`src/rtl/irq_pkg.sv`:
```
// Shared types and helpers for the interrupt request arbiter.
package irq_pkg;

  localparam int NUM_IRQ = 4;

  typedef enum logic {
    IDLE  = 1'b0,
    GRANT = 1'b1
  } irq_state_t;

  // Highest set bit wins; all-zero input yields all-zero output.
  function automatic logic [NUM_IRQ-1:0] prio_onehot(input logic [NUM_IRQ-1:0] v);
    logic [NUM_IRQ-1:0] r;
    r = '0;
    for (int i = 0; i < NUM_IRQ; i++) begin
      if (v[i]) begin
        r    = '0;
        r[i] = 1'b1;
      end
    end
    return r;
  endfunction

endpackage

```
`src/rtl/irq_edge_capture.sv`:
```
// Request capture: previous-cycle sample, edge/level set vector, and the
// pending register where a same-cycle set overrides a clear.
module irq_edge_capture
  import irq_pkg::*;
#(
  parameter int EDGE_MODE = 1
) (
  input  logic               clk,
  input  logic               rst_n,
  input  logic [NUM_IRQ-1:0] req_in,
  input  logic [NUM_IRQ-1:0] clr,
  output logic [NUM_IRQ-1:0] pend
);

  logic [NUM_IRQ-1:0] r_req_q;
  logic [NUM_IRQ-1:0] r_pend;
  logic [NUM_IRQ-1:0] w_set;

  // req_q resets to 0 so a line already high at reset release counts as an edge.
  assign w_set = (EDGE_MODE != 0) ? (req_in & ~r_req_q) : req_in;

  always_ff @(posedge clk or negedge rst_n) begin
    if (!rst_n) begin
      r_req_q <= '0;
      r_pend  <= '0;
    end else begin
      r_req_q <= req_in;
      r_pend  <= (r_pend & ~clr) | w_set;
    end
  end

  assign pend = r_pend;

endmodule

```
`src/rtl/irq_onehot_arbiter.sv`:
```
// Fixed-priority, non-preemptive one-hot arbiter feeding a 4-to-2 encoder;
// grant is held until ack and every grant is followed by one idle cycle.
module irq_onehot_arbiter
  import irq_pkg::*;
#(
  parameter int EDGE_MODE = 1
) (
  input  logic               clk,
  input  logic               rst_n,
  input  logic [NUM_IRQ-1:0] req_in,
  input  logic [NUM_IRQ-1:0] mask,
  input  logic               ack,
  output logic [NUM_IRQ-1:0] grant,
  output logic               grant_en,
  output logic [NUM_IRQ-1:0] pend
);

  irq_state_t         r_state, w_state_d;
  logic [NUM_IRQ-1:0] r_grant, w_grant_d;
  logic [NUM_IRQ-1:0] w_pend;
  logic [NUM_IRQ-1:0] w_elig;
  logic [NUM_IRQ-1:0] w_sel;
  logic [NUM_IRQ-1:0] w_clr;

  // Clear only on an accepted ack; ack in IDLE must not touch pend.
  assign w_clr = (r_state == GRANT && ack) ? r_grant : '0;

  irq_edge_capture #(.EDGE_MODE(EDGE_MODE)) u_cap (
    .clk    (clk),
    .rst_n  (rst_n),
    .req_in (req_in),
    .clr    (w_clr),
    .pend   (w_pend)
  );

  assign w_elig = w_pend & ~mask;
  assign w_sel  = prio_onehot(w_elig);

  always_ff @(posedge clk or negedge rst_n) begin
    if (!rst_n) begin
      r_state <= IDLE;
      r_grant <= '0;
    end else begin
      r_state <= w_state_d;
      r_grant <= w_grant_d;
    end
  end

  always_comb begin
    w_state_d = r_state;
    w_grant_d = r_grant;
    case (r_state)
      IDLE: begin
        w_grant_d = '0;
        if (w_elig != '0) begin
          w_grant_d = w_sel;
          w_state_d = GRANT;
        end
      end
      GRANT: begin
        // No preemption: selection and mask changes are ignored until ack.
        if (ack) begin
          w_grant_d = '0;
          w_state_d = IDLE;
        end
      end
      default: begin
        w_grant_d = '0;
        w_state_d = IDLE;
      end
    endcase
  end

  assign grant    = r_grant;
  assign grant_en = (r_state == GRANT);
  assign pend     = w_pend;

endmodule

```
`config.mk`:
```
export PLATFORM = sky130hd
export DESIGN_NAME = irq_onehot_arbiter
export DESIGN_NICKNAME = d
export VERILOG_FILES = /design/src/rtl/irq_pkg.sv /design/src/rtl/irq_edge_capture.sv /design/src/rtl/irq_onehot_arbiter.sv
export SDC_FILE = /design/constraint.sdc
export NUM_CORES = 1
export LEC_CHECK = 0
export BUFFER_PORTS_ARGS = -buffer_cell sky130_fd_sc_hd__buf_2
export CAP_MARGIN = 5
export CORE_AREA = 2 2 39 41
export CTS_BUF_LIST = sky130_fd_sc_hd__clkbuf_4 sky130_fd_sc_hd__clkbuf_8 sky130_fd_sc_hd__clkbuf_16
export DETAILED_ROUTE_END_ITERATION = 8
export DIE_AREA = 0 0 41 43
export GPL_ROUTABILITY_DRIVEN = 0
export PLACE_DENSITY = 0.63
export SYNTH_ARGS = -nofsm -noshare
export SYNTH_HDL_FRONTEND = slang
export SYNTH_SLANG_ARGS = --single-unit
```
`constraint.sdc`:
```
create_clock -name clk -period 1.8 [get_ports clk]
set_input_delay 0.27 -clock clk [delete_from_list [all_inputs] [get_ports clk]]
set_output_delay 0.27 -clock clk [all_outputs]
set_load 0.05 [all_outputs]
```
==> metrics.cfg <==
[sta]
fin_ws_ns=0.380
slew_headroom=0.772
period_needed_ns=1.42
rsz0062_at_grt=false
period_share=0.789
max_freq_mhz=704
drv_slew=0
setup_viol=0
fin_skew_ns=0.00520
setup_tns_ns=0
hold_viol=0
tightest_slew_ns=0.342

[logic_synthesis]
synth_nets=57
ys_types=14
synth_largest_area_cell=dfrtp_1
ys_seq_area_frac=0.613
netlist_top_cells_area=dfrtp_1 61%, inv_1 5.0%, o21ai_0 4.7%
synth_top_area_share=0.613
synthCells=46
ys_ff_latch=13
avgSynthCellArea_sq_um=11.5
syn_area_sq_um=531
ys_warn_count=0

[clock_tree]
root_buffer=clkbuf_4
clock_sinks=13
clk_pin_slew_ns=0.08
cts_tree=built
cts_setup_buffers=0
clk_latency_ns=0.26
ctsHtreeMaxLevel=1
cts_max_path_buffers=2
numCtsBuffers=3

[floorplanning]
io_pins=20
core_sq_um=1380
start_util=0.383
dieArea_sq_um=1760
die_h_microns=43
fp-row-count=14
dieWidth_microns=41

[critical_path]
reg2reg_depth=2
regToRegEndpoint=grant[2]
crit_type=reg2out
path_cells=buf_2
crit_slowest_cell=dfrtp_1
ff2ff_setup_slack_ns=0.71
cp.depth=1
crit_path_end_kind=output pin
start_kind=flip-flop
critPathBufInv=1
crit_arrival_ns=1.15
slowest_delay_ns=0.55
path_max_fanout=11
crit_family=flip-flops
rr_startpoint=grant_en
cp_data_required_time_ns=1.53

[grt]
grt_usage=0.127
grt_max_degree=14
gr-total-overflow=0
grt_antenna_before_repair=0
grt_pass1_wl_microns=1530
grt_pass1_vias=386

[final_layout]
final_common_cell=buf_2
area.sequential_sq_um=325
syn2layout_area_growth_pct=27.1
layout.cells.most_common_list=19 x buf_2, 13 x dfrtp_1, 7 x inv_1, 6 x nand2_1, 5 x o21ai_0
nets=81
fillers=138
drive_above_1_share=0.377
diodes=0
multi_input_area_sq_um=168

[drt]
wl_microns=877
wl_met2_microns=418
vias=391
ant_nets=0
viasPerCell=4.60
wl_met1_microns=403
top_layer=met4
remaining_drc_errors=0
firstDrtPassIters=4
wire_per_inst_microns=10.3
route.met3.wl_microns=49
drt_iter0_drc=6

[min_path]
min_to=u_cap.r_req_q[3]
min_from=req_in[3]
holdPathStages=1
holdCritPathClass=in2reg

[power_and_ir_drop]
p_leak_nw=0.358
p_int_mw=0.467
seqPwrFrac=0.487
ir_drop_mv=0.499
p_comb_frac=0.243
swShare=0.330
p_clk_frac=0.271
power.net_switching_mw=0.230
p_per_area_nw_per_um2=1030

[status]
outcome=complete, no violations

[placed_design]
hpwl_microns=689
post-place-ws_ns=0.679
io_buffers=19

[run]
cap_violations=0

==> kinds of logic (layout without fill, tap and decap cells) <==
| kind of cell | Yosys count | after routing | share of synthesized area |
|---|---|---|---|
| buf+inv | 8 | 31 | 0.0708 |
| compound gates | 9 | 9 | 0.116 |
| simple gates | 16 | 16 | 0.200 |
| flops | 13 | 13 | 0.613 |
==> repair_timing <==
item,CTS,global route
hold buffers,1,0
resized for setup,0,0
endpoints found under the hold margin,13,0
==> how the worst max path moves through the flow <==
stage | startpoint | to
6_report | grant_en | grant_en
5_1_grt | grant_en | grant_en
4_1_cts | grant_en | grant_en
3_5_place_dp | grant_en | grant_en
3_3_place_gp | grant_en | grant_en
2_1_floorplan | u_cap.pend[1] | grant[0]
==> power groups by stage <==
stage	combinational [mW]	clock (mW)	sequential [mW]
6_report	0.169	0.189	0.339
5_1_grt	0.182	0.213	0.344
4_1_cts	0.171	0.193	0.339
3_5_place_dp	0.169	0	0.345
3_3_place_gp	0.168	0	0.345
2_1_floorplan	0.0550	0	0.414
==> flip-flops by register name, summed over array words and instances (netlist names) <==
signal         flops
grant              4
u_cap.r_req_q      4
u_cap.pend         4
grant_en           1
==> Yosys cell counts <==
cell     count
and2b_1      2
nor2b_2      1
nor3_1       1
inv_1        7
nand2_1      6
dfrtp_1     13
nor2b_4      1
buf_6        1
o21ai_0      5
a32o_1       2
a22oi_1      1
nand3_1      4
a22o_1       1
nor4_4       1
==> per-layer routing <==
layer | vias to the layer above | global-route usage
met4 | 0 | 0.0400
li1 | 198 | -
met5 | - | 0
met2 | 8 | 0.181
met1 | 183 | 0.170
met3 | 2 | 0.0524
==> cell type report <==
type,instances,area share
Sequential cell,13,0.482
Multi-Input combinational cell,25,0.249
Timing Repair Buffer,20,0.156
Clock buffer,4,0.0445
Inverter,7,0.0390
Tap cell,16,0.0297
==> per-stage QoR <==
| step | std cells | cell area (sq um) | hold slack, ns | utilization | total power, mW |
|---|---|---|---|---|---|
| after floorplan | 46 | 531 | -0.0256 | - | 0.469 |
| after global placement | 80 | 634 | 0.172 | 0.458 | 0.513 |
| after detailed placement | 80 | 634 | 0.173 | 0.458 | 0.514 |
| after CTS | 85 | 674 | 0.118 | 0.487 | 0.703 |
| after global routing | 85 | 674 | 0.103 | 0.487 | 0.738 |
| final | 85 | 674 | 0.119 | 0.487 | 0.696 |
==> worst reg2reg max path, cell delays in order, from the launching register on <==
cell and delay [ns]:
dfrtp_1 0.51, and2b_1 0.27, a32o_1 0.21
No activity file was read; power rests on OpenSTA's default activity.
